**src/rtl/multitap_effects.sv**
```systemverilog
// multitap_effects: per-sample effects engine (N-tap delay/chorus, overdrive,
// saturation). Each accepted ADC sample has its DC offset removed, is written
// to the delay RAM, then every enabled tap is read back, attenuated and summed
// into the dry value before the result is shaped and sent to the DAC.
//
// Ports:
//   clk, reset          clock, synchronous active-high reset
//   sample_valid        one-cycle strobe qualifying sample_in
//   sample_in, offset   unsigned ADC sample and DC offset
//   tap_en/delay/shift  per-tap enable, delay in samples, attenuation shift
//   drive_en/shift      overdrive enable and gain (left shift)
//   sat_level           magnitude ceiling while overdrive is on
//   ram_addr/we/wdata   delay RAM port, data as {sign, magnitude}
//   ram_rdata           RAM read data, valid one cycle after ram_addr
//   out_valid           one-cycle strobe, out_sample updated
//   out_sample          {sign, magnitude} to DAC, held between strobes
//   busy                high whenever a sample is in flight
//   overrun             sticky: a sample arrived while busy and was dropped
module multitap_effects #(
    parameter int unsigned DATA_W   = 10,
    parameter int unsigned ADDR_W   = 13,
    parameter int unsigned NUM_TAPS = 4,
    parameter int unsigned ACC_W    = 16
) (
    input  logic                       clk,
    input  logic                       reset,
    input  logic                       sample_valid,
    input  logic [DATA_W-1:0]          sample_in,
    input  logic [DATA_W-1:0]          offset,
    input  logic [NUM_TAPS-1:0]        tap_en,
    input  logic [NUM_TAPS*ADDR_W-1:0] tap_delay,
    input  logic [NUM_TAPS*2-1:0]      tap_shift,
    input  logic                       drive_en,
    input  logic [2:0]                 drive_shift,
    input  logic [DATA_W-1:0]          sat_level,
    output logic [ADDR_W-1:0]          ram_addr,
    output logic                       ram_we,
    output logic [DATA_W:0]            ram_wdata,
    input  logic [DATA_W:0]            ram_rdata,
    output logic                       out_valid,
    output logic [DATA_W:0]            out_sample,
    output logic                       busy,
    output logic                       overrun
);

    localparam int unsigned IDX_W = (NUM_TAPS > 1) ? $clog2(NUM_TAPS) : 1;
    localparam logic [DATA_W-1:0] MAG_MAX     = '1;
    localparam logic [ACC_W-1:0]  MAG_MAX_ACC = ACC_W'(MAG_MAX);
    localparam logic [ACC_W-1:0]  DRIVE_KNEE  = ACC_W'(31);

    localparam logic [2:0] IDLE  = 3'd0;
    localparam logic [2:0] WRITE = 3'd1;
    localparam logic [2:0] READ  = 3'd2;
    localparam logic [2:0] DRAIN = 3'd3;
    localparam logic [2:0] SHAPE = 3'd4;

    logic [2:0]                 state_q, state_d;
    logic [ADDR_W-1:0]          wr_ptr_q, wr_ptr_d;
    logic [ADDR_W-1:0]          base_q, base_d;
    logic [NUM_TAPS-1:0]        mask_q, mask_d;
    logic [NUM_TAPS*ADDR_W-1:0] delay_q, delay_d;
    logic [NUM_TAPS*2-1:0]      shift_q, shift_d;
    logic                       drive_en_q, drive_en_d;
    logic [2:0]                 drive_shift_q, drive_shift_d;
    logic [DATA_W-1:0]          sat_q, sat_d;
    logic signed [ACC_W-1:0]    acc_q, acc_d;
    logic                       addr_tap_q, addr_tap_d;
    logic [1:0]                 addr_shift_q, addr_shift_d;
    logic                       data_tap_q, data_tap_d;
    logic [1:0]                 data_shift_q, data_shift_d;
    logic [ADDR_W-1:0]          ram_addr_d;
    logic                       ram_we_d;
    logic [DATA_W:0]            ram_wdata_d;
    logic                       out_valid_d;
    logic [DATA_W:0]            out_sample_d;
    logic                       busy_d;
    logic                       overrun_d;

    // Lowest-index enabled tap still waiting to be issued
    logic [IDX_W-1:0] first_idx;
    logic             have_tap;

    always_comb begin
        first_idx = '0;
        have_tap  = 1'b0;
        for (int i = NUM_TAPS - 1; i >= 0; i--) begin
            if (mask_q[i]) begin
                first_idx = IDX_W'(i);
                have_tap  = 1'b1;
            end
        end
    end

    logic signed [ACC_W-1:0] dry;
    logic [ACC_W-1:0]        dry_abs;
    logic signed [ACC_W-1:0] tap_mag;
    logic signed [ACC_W-1:0] acc_sum;
    logic                    acc_neg;
    logic [ACC_W-1:0]        acc_abs;
    logic [ACC_W-1:0]        shaped;
    logic [ACC_W-1:0]        ceiling;
    logic [ACC_W-1:0]        mag;
    logic                    issue;

    // Next-state and datapath
    always_comb begin
        state_d       = state_q;
        wr_ptr_d      = wr_ptr_q;
        base_d        = base_q;
        mask_d        = mask_q;
        delay_d       = delay_q;
        shift_d       = shift_q;
        drive_en_d    = drive_en_q;
        drive_shift_d = drive_shift_q;
        sat_d         = sat_q;
        addr_tap_d    = 1'b0;
        addr_shift_d  = addr_shift_q;
        data_tap_d    = addr_tap_q;
        data_shift_d  = addr_shift_q;
        ram_addr_d    = ram_addr;
        ram_we_d      = 1'b0;
        ram_wdata_d   = ram_wdata;
        out_valid_d   = 1'b0;
        out_sample_d  = out_sample;
        overrun_d     = overrun | (sample_valid && (state_q != IDLE));
        issue         = 1'b0;

        dry     = $signed(ACC_W'(sample_in)) - $signed(ACC_W'(offset));
        dry_abs = dry[ACC_W-1] ? ACC_W'(-dry) : ACC_W'(dry);

        // Accumulate the tap whose read data is on ram_rdata this cycle
        tap_mag = $signed(ACC_W'(ram_rdata[DATA_W-1:0] >> data_shift_q));
        if (data_tap_q) begin
            acc_sum = ram_rdata[DATA_W] ? (acc_q - tap_mag) : (acc_q + tap_mag);
        end else begin
            acc_sum = acc_q;
        end
        acc_d = acc_sum;

        // Shaping works on the final sum so out_sample is ready in SHAPE
        acc_neg = acc_sum[ACC_W-1];
        acc_abs = acc_neg ? ACC_W'(-acc_sum) : ACC_W'(acc_sum);
        if (drive_en_q && (acc_abs > DRIVE_KNEE)) begin
            shaped  = acc_abs << drive_shift_q;
            ceiling = ACC_W'(sat_q);
        end else begin
            shaped  = acc_abs;
            ceiling = MAG_MAX_ACC;
        end
        mag = (shaped > ceiling) ? ceiling : shaped;

        case (state_q)
            IDLE: begin
                if (sample_valid) begin
                    state_d       = WRITE;
                    base_d        = wr_ptr_q;
                    mask_d        = tap_en;
                    delay_d       = tap_delay;
                    shift_d       = tap_shift;
                    drive_en_d    = drive_en;
                    drive_shift_d = drive_shift;
                    sat_d         = sat_level;
                    acc_d         = dry;
                    ram_we_d      = 1'b1;
                    ram_addr_d    = wr_ptr_q;
                    ram_wdata_d   = {dry[ACC_W-1],
                                     (dry_abs > MAG_MAX_ACC) ? MAG_MAX : dry_abs[DATA_W-1:0]};
                end
            end
            WRITE: begin
                wr_ptr_d = base_q + ADDR_W'(1);
                issue    = have_tap;
                state_d  = have_tap ? READ : DRAIN;
            end
            READ: begin
                issue   = have_tap;
                state_d = have_tap ? READ : DRAIN;
            end
            DRAIN: begin
                out_sample_d = {acc_neg && (mag[DATA_W-1:0] != '0), mag[DATA_W-1:0]};
                out_valid_d  = 1'b1;
                state_d      = SHAPE;
            end
            SHAPE: begin
                state_d = IDLE;
            end
            default: begin
                state_d = IDLE;
            end
        endcase

        if (issue) begin
            ram_addr_d        = base_q - delay_q[first_idx*ADDR_W +: ADDR_W];
            addr_tap_d        = 1'b1;
            addr_shift_d      = shift_q[first_idx*2 +: 2];
            mask_d[first_idx] = 1'b0;
        end

        busy_d = (state_d != IDLE);
    end

    // State and output registers
    always_ff @(posedge clk) begin
        if (reset) begin
            state_q       <= IDLE;
            wr_ptr_q      <= '0;
            base_q        <= '0;
            mask_q        <= '0;
            delay_q       <= '0;
            shift_q       <= '0;
            drive_en_q    <= 1'b0;
            drive_shift_q <= '0;
            sat_q         <= '0;
            acc_q         <= '0;
            addr_tap_q    <= 1'b0;
            addr_shift_q  <= '0;
            data_tap_q    <= 1'b0;
            data_shift_q  <= '0;
            ram_addr      <= '0;
            ram_we        <= 1'b0;
            ram_wdata     <= '0;
            out_valid     <= 1'b0;
            out_sample    <= '0;
            busy          <= 1'b0;
            overrun       <= 1'b0;
        end else begin
            state_q       <= state_d;
            wr_ptr_q      <= wr_ptr_d;
            base_q        <= base_d;
            mask_q        <= mask_d;
            delay_q       <= delay_d;
            shift_q       <= shift_d;
            drive_en_q    <= drive_en_d;
            drive_shift_q <= drive_shift_d;
            sat_q         <= sat_d;
            acc_q         <= acc_d;
            addr_tap_q    <= addr_tap_d;
            addr_shift_q  <= addr_shift_d;
            data_tap_q    <= data_tap_d;
            data_shift_q  <= data_shift_d;
            ram_addr      <= ram_addr_d;
            ram_we        <= ram_we_d;
            ram_wdata     <= ram_wdata_d;
            out_valid     <= out_valid_d;
            out_sample    <= out_sample_d;
            busy          <= busy_d;
            overrun       <= overrun_d;
        end
    end

endmodule

```
**config.mk**
```make
export PLATFORM = sky130hd
export DESIGN_NAME = multitap_effects
export DESIGN_NICKNAME = d
export VERILOG_FILES = /design/src/rtl/multitap_effects.sv
export SDC_FILE = /design/constraint.sdc
export NUM_CORES = 1
export LEC_CHECK = 0
export CAP_MARGIN = 5
export CORE_ASPECT_RATIO = 0.6
export CORE_UTILIZATION = 55
export CTS_CLUSTER_DIAMETER = 30
export DETAILED_ROUTE_END_ITERATION = 8
export GPL_ROUTABILITY_DRIVEN = 1
export HOLD_SLACK_MARGIN = 0.12
export PLACE_DENSITY_LB_ADDON = 0.1
export SETUP_SLACK_MARGIN = 0.4
export SYNTH_ARGS = -nofsm -noshare
export SYNTH_HDL_FRONTEND = slang
export SYNTH_SLANG_ARGS = --single-unit
```
**constraint.sdc**
```tcl
create_clock -name clk -period 11.8 [get_ports clk]
set_input_delay 3.54 -clock clk [delete_from_list [all_inputs] [get_ports clk]]
set_output_delay 3.54 -clock clk [all_outputs]
set_load 0.03 [all_outputs]
```
==> impl_metrics.py, run 1 <==
metrics = {
    "run_status": {
        "status": "finished, final reports clean",
    },
    "routing": {
        "wl_per_cell_um": 18.4,
        "vias": 10700,
        "wirelength_mm": 32.2,
        "drt_iter0_markers": 1088,
        "antenna_left": 0,
        "vias_per_cell": 6.11,
        "drc": 0,
        "dr.pass1.iters": 6,
    },
    "global_route": {
        "grt_busiest_layer": "met1",
        "grt.overflow.total": 0,
        "grt_use_met3": 0.0855,
        "grt_pass1_wl_mm": 50.3,
        "grt_max_degree": 104,
        "grt_pass1_vias": 9668,
        "globalRouteMet2Util": 0.445,
        "grtUsageMet1": 0.480,
        "grt_antenna_before_repair": 1,
        "grt_usage": 0.322,
    },
    "worst_setup_path": {
        "path_max_fanout": 20,
        "cp_top_family": "simple AND/OR/NAND/NOR gates",
        "cp_slowest_stage_delay_ns": 0.54,
        "end_kind": "flop",
        "worstPathArrival_ns": 11.44,
        "r2r_cells": 36,
        "r2r-end": "out_sample[0]",
        "r2r_slack_ns": 3.15,
        "startpoint_type": "input port",
        "regToRegStartpoint": "data_shift_q[1]",
        "crit_buf_inv": 5,
        "critPathSlowestCell": "clkdlybuf4s50_1",
        "crit_type": "in2reg",
        "crit_required_ns": 12.17,
    },
    "power": {
        "peakVddDrop_mv": 0.164,
        "p_sw_mw": 1.62,
        "p_per_area_mw_per_mm2": 267,
        "power.internal_mw": 1.91,
        "p_sw_frac": 0.460,
        "clkPwrFrac": 0.173,
        "power_frac_seq": 0.234,
        "p_comb_frac": 0.593,
        "p_leak_nw": 5.18,
    },
    "timing": {
        "min_period_ns": 11.07,
        "max_freq_mhz": 90.3,
        "finClkSkew_ns": 0.0120,
        "rsz0062_at_grt": "no",
        "hold_viol_final": 0,
        "setup_viol": 0,
        "slew_violations": 0,
        "min_period_over_period": 0.938,
        "hold_ws_ns": 0.452,
        "totalNegativeSetupSlack_ns": 0,
        "worstMarginPinSlew_ns": 1.05,
        "slew_headroom": 0.298,
    },
    "floorplan": {
        "fp.dieW_um": 182,
        "io_pins": 151,
        "row_count": 38,
        "die_h_um": 110,
        "core_area_mm2": 0.0185,
        "initial_utilization": 0.576,
        "die_area_mm2": 0.0199,
    },
    "final_layout": {
        "multi_input_area_mm2": 0.00691,
        "register_area_mm2": 0.00336,
        "drive_gt1_frac": 0.0943,
        "nNetsFinal": 1670,
        "final_cell_mix": "nand2_1, dfxtp_1, a21oi_1",
        "layout.cells.most_common": "nand2_1",
        "fillerInstances": 1459,
        "areaGrowthSynthToFinish_pct": 24.3,
    },
    "yosys": {
        "synthDistinctLibCells": 90,
        "synth-async-reset-ratio": 0,
        "syn_area_per_cell_um2": 7.74,
        "syn_area_mm2": 0.0106,
        "synth_nets": 1543,
        "ys_ff_latch": 168,
        "synthCells": 1376,
        "synthFlopType": "dfxtp_1",
        "synth-edff-count": 0,
        "yosys_warnings": 0,
        "ys_seq_area_frac": 0.316,
    },
    "clocking": {
        "cts_root_buffer": "clkbuf_16",
        "numClockSinks": 168,
        "clk_path_buf_depth": 2,
        "cts_tree": "built",
        "clk-insertion-delay-late_ns": 0.44,
        "clk_pin_slew_ns": 0.07,
        "h-tree-depth": 4,
        "cts-buffers-inserted": 17,
        "hold_buffers": 0,
    },
    "place": {
        "portBuffers": 150,
        "hpwl_mm": 23.0,
        "gp_congestion": 0.938,
    },
    "hold_path": {
        "holdPathEnd": "data_tap_q",
        "hold_start": "addr_tap_q",
        "hold_path.class": "reg2reg",
        "min_path_cells": 1,
    },
    "run": {
        "cap_violations": 0,
    },
}
final cells by class:
type / count / area share
tap: 240 / 0.0227
multi-input combinational: 1075 / 0.522
clock inverter: 14 / 0.0147
inverter: 50 / 0.0142
sequential: 168 / 0.254
timing repair buffer: 191 / 0.139
clock buffer: 18 / 0.0332
antenna: 1 / 0.000189
layer usage:
metal | part of all wire | up-vias
li1 | - | 5175
met1 | 0.50 | 4989
met2 | 0.39 | 521
met3 | 0.099 | 42
met4 | 0.014 | 0
met5 | 0 | -
cells in the mapped netlist (13+ instances only):
| cell type | count | share of area |
|---|---|---|
| a211oi_1 | 45 | 0.032 |
| a21boi_0 | 15 | 0.011 |
| a21o_1 | 22 | 0.016 |
| a21oi_1 | 150 | 0.070 |
| clkbuf_1 | 66 | 0.023 |
| dfxtp_1 | 168 | 0.32 |
| ha_1 | 52 | 0.061 |
| inv_1 | 46 | 0.016 |
| mux2_2 | 13 | 0.014 |
| mux2i_1 | 29 | 0.027 |
| nand2_1 | 246 | 0.087 |
| nand2b_1 | 14 | 0.0082 |
| nand3_1 | 20 | 0.0094 |
| nor2_1 | 105 | 0.037 |
| nor2b_1 | 16 | 0.0094 |
| nor3_1 | 28 | 0.013 |
| o211ai_1 | 17 | 0.012 |
| o21ai_0 | 51 | 0.024 |
| xnor2_1 | 28 | 0.023 |
| xor2_1 | 30 | 0.025 |
power by group through the flow:
stage                     Combinational, mW  Sequential, mW  Clock [mW]
after floorplan                        1.41           0.847           0
after global placement                 1.96           0.826           0
after detailed placement               1.98           0.831           0
after CTS                              2.00           0.820       0.617
after global routing                   2.27           0.841       0.638
final                                  2.10           0.826       0.612
worst register-to-register path, delay by kind of cell, from the launching register on:
family / cells / cell delay (ns)
xor+xnor: 2 / 0.41
fa+ha+maj: 2 / 0.70
simple gates: 8 / 1.49
buf+inv: 2 / 0.35
mux: 4 / 1.19
compound gates: 18 / 3.43
flops: 1 / 1.00
stage by stage:
stage	area [µm²]	power, mW	util	cells	setup WS [ns]
2_1_floorplan	10600	2.26	-	1376	1.05
3_3_place_gp	12400	2.78	0.670	1716	0.252
3_5_place_dp	12400	2.81	0.670	1716	-0.0204
4_1_cts	13000	3.44	0.704	1748	0.400
5_1_grt	13200	3.75	0.715	1756	0.344
6_report	13200	3.53	0.716	1757	0.729
cells by family (layout without fill, tap and decap cells):
logic type                 after synthesis  after routing  synth area share
AOI/OAI and AO/OA                      410            410             0.254
xor gates and xnor gates                59             59            0.0492
adders and majority gates               55             55            0.0667
buffers and inverters                  133            273            0.0498
DFF                                    168            168             0.316
muxes                                   45             45            0.0466
other                                    0              1                 0
and+or+nand+nor                        506            506             0.218
how the worst max path moves through the flow:
stage                       startpoint             end  slack (ns)  cells past startpoint
after floorplan           ram_rdata[2]  out_sample[10]        1.05                     38
after global placement    ram_rdata[2]   out_sample[0]        0.25                     34
after detailed placement  ram_rdata[2]   out_sample[0]       -0.02                     36
after CTS                 ram_rdata[3]   out_sample[0]        0.40                     36
after global routing      ram_rdata[1]   out_sample[0]        0.34                     37
final                     ram_rdata[1]   out_sample[0]        0.73                     36
state kept, by name (all words and copies together), names as in the netlist:
signal and cells:
sat_q 10, overrun 1, data_tap_q 1, base_q 13, drive_shift_q 3, delay_q 52, addr_tap_q 1, ram_we 1
drive_en_q 1, shift_q 8, busy 1, data_shift_q 2, acc_q 16, ram_wdata 11, mask_q 4, state_q 3
wr_ptr_q 13, ram_addr 13, out_sample 11, addr_shift_q 2, out_valid 1
timing repair:
action / in CTS / in global routing
gates resized for setup: 1 / 39
pin swaps: 0 / 8
buffers inserted: 0 / 8
setup endpoints to repair: 1 / 11
No activity file was read; power rests on OpenSTA's default activity.
==> run 2, diff against run 1 <==
--- a/config.mk
+++ b/config.mk
@@ -11,6 +11,7 @@
 export CTS_CLUSTER_DIAMETER = 30
 export DETAILED_ROUTE_END_ITERATION = 8
 export GPL_ROUTABILITY_DRIVEN = 1
+export GPL_TIMING_DRIVEN = 0
 export HOLD_SLACK_MARGIN = 0.12
 export PLACE_DENSITY_LB_ADDON = 0.1
 export SETUP_SLACK_MARGIN = 0.4
==> run 2 against run 1 <==
Core utilization is 2.5 points higher. Design area increased by 3.5%. Worst hold slack better by 0.0030 ns. Clock power shrank 4.6%.
==> impl_metrics.py, run 2 (synthesis results as in run 1) <==
metrics = {
    "run_status": {
        "status": "finished, final reports clean",
    },
    "hold_path": {
        "hold_start": "addr_tap_q",
        "hold_path.class": "reg2reg",
    },
    "clocking": {
        "cts-buffers-inserted": 17,
        "cts_tree": "built",
        "numClockSinks": 168,
        "hold_buffers": 0,
        "clk-insertion-delay-late_ns": 0.44,
        "h-tree-depth": 4,
        "clk_pin_slew_ns": 0.07,
        "cts_root_buffer": "clkbuf_16",
        "clk_path_buf_depth": 2,
    },
    "floorplan": {
        "core_area_mm2": 0.0185,
        "row_count": 38,
        "initial_utilization": 0.576,
        "die_h_um": 110,
        "io_pins": 151,
        "die_area_mm2": 0.0199,
        "fp.dieW_um": 182,
    },
    "final_layout": {
        "drive_gt1_frac": 0.108,
        "nNetsFinal": 1744,
        "fin_cells": 1830,
        "layout.cells.most_common": "nand2_1",
        "reg_top3": "delay_q: 52 flops, acc_q: 16 flops",
        "antenna_cells": 0,
        "final_cell_mix": "nand2_1, dfxtp_1, a21oi_1, clkdlybuf4s50_1, nor2_1",
        "utilization": 0.741,
        "top_register": "delay_q",
        "fin_area_mm2": 0.0137,
        "areaGrowthSynthToFinish_pct": 28.6,
        "largest_reg_flops": 52,
    },
    "worst_setup_path": {
        "regToRegStartpoint": "data_shift_q[0]",
        "crit_buf_inv": 7,
        "path_max_fanout": 10,
        "worst_path_most_repeated_cell": "buf_6",
        "cp_slowest_stage_delay_ns": 0.51,
        "cp_top_family": "compound AO/OA/AOI/OAI gates",
        "end_kind": "flop",
        "critPathSlowestCell": "or4_1",
        "crit_required_ns": 12.09,
        "critPathLaunch": "ram_rdata[0]",
        "crit_type": "in2reg",
        "worstPathArrival_ns": 11.59,
        "startpoint_type": "input port",
    },
    "place": {
        "hpwl_mm": 26.9,
        "dp_cells": 1766,
        "portBuffers": 150,
        "gp_congestion": 0.950,
        "placed_area_mm2": 0.0125,
    },
    "global_route": {
        "grt_pass1_vias": 10200,
        "grt.overflow.total": 0,
        "grt_antenna_before_repair": 1,
        "grt_usage": 0.364,
        "grt_max_degree": 17,
        "grt_pass1_wl_mm": 55.7,
    },
    "power": {
        "p_per_area_mw_per_mm2": 272,
        "peakVddDrop_mv": 0.136,
        "p_leak_nw": 5.31,
    },
    "timing": {
        "totalNegativeSetupSlack_ns": 0,
        "slew_headroom": 0.0682,
        "min_period_over_period": 0.957,
        "rsz0062_at_grt": "no",
        "worstMarginPinSlew_ns": 1.38,
        "hold_viol_final": 0,
        "finClkSkew_ns": 0.00898,
        "slew_violations": 0,
        "min_period_ns": 11.29,
        "max_freq_mhz": 88.5,
        "setup_viol": 0,
    },
    "routing": {
        "wl_met2_mm": 14.6,
        "wl_met1_mm": 17.2,
        "wirelength_mm": 37.1,
        "vias": 11400,
        "drc": 0,
        "dr.pass1.iters": 6,
        "maxUsedRoutingLayer": "met5",
        "wl_met3_mm": 4.69,
        "vias_per_cell": 6.25,
        "drt_iter0_markers": 1434,
        "wl_per_cell_um": 20.3,
        "antenna_left": 0,
    },
    "run": {
        "cap_violations": 0,
    },
}
## run 2: changes by cell type in the layout (fill, tap and decap cells not counted), moves of 3 or more
cell,previous run,this run
a21oi_1,145,142
buf_1,0,4
buf_2,0,7
buf_4,40,34
buf_6,1,4
clkbuf_1,0,63
clkbuf_8,1,5
dlymetal6s2s_1,5,8
mux2i_1,25,21
mux2i_2,2,5
## run 2: per-layer routing
metal | vias to the layer above | track usage
met3 | 61 | 0.0971
met1 | 5313 | 0.543
met4 | 2 | 0.0902
met2 | 734 | 0.509
li1 | 5319 | -
met5 | - | 0.0125
## run 2: path summary, 6_finish.rpt
kind | end | slack [ns] | cells after the start
hold reg to reg | data_tap_q | 0.45 | 1
setup / recovery | out_sample[2] | 0.51 | 38
setup reg to reg | out_sample[2] | 2.73 | 39
hold / removal | data_tap_q | 0.45 | 1
## run 2: timing repair
| item | in CTS | in global routing |
|---|---|---|
| gates resized for setup | 38 | 56 |
| gates cloned | 1 | 0 |
| pin swaps | 9 | 19 |
| setup buffers | 18 | 13 |
| endpoints found under the setup margin | 11 | 11 |
## run 2: final cells by class
| class | instances | area, µm² |
|---|---|---|
| buffer | 83 | 369 |
| clock buffer | 22 | 494 |
| clock inverter | 10 | 118 |
| fill | 1429 | 4800 |
| inverter | 50 | 188 |
| multi-input combinational | 1075 | 7090 |
| sequential | 168 | 3360 |
| tap | 240 | 300 |
| timing repair buffer | 182 | 1780 |
## run 2: worst register-to-register path, delay by kind of cell (launching register included)
family	cells	cell delay (ns)
DFF	1	0.52
buffers and inverters	9	1.81
adders and majority gates	3	0.74
muxes	3	0.76
AOI/OAI and AO/OA	15	2.63
and+or+nand+nor	9	2.49
## run 2: power by group
| part | leakage, nW | internal [mW] | switching (mW) |
|---|---|---|---|
| clock | 0.302 | 0.340 | 0.244 |
| combinational | 3.63 | 0.913 | 1.41 |
| sequential | 1.38 | 0.709 | 0.103 |
## run 2: per-stage QoR
step	setup WS, ns	power, mW	hold slack [ns]
after floorplan	1.05	2.26	0.414
after global placement	-0.711	2.80	0.423
after detailed placement	-0.725	2.83	0.441
after CTS	0.411	3.52	0.454
after global routing	0.340	3.92	0.467
final	0.507	3.72	0.455
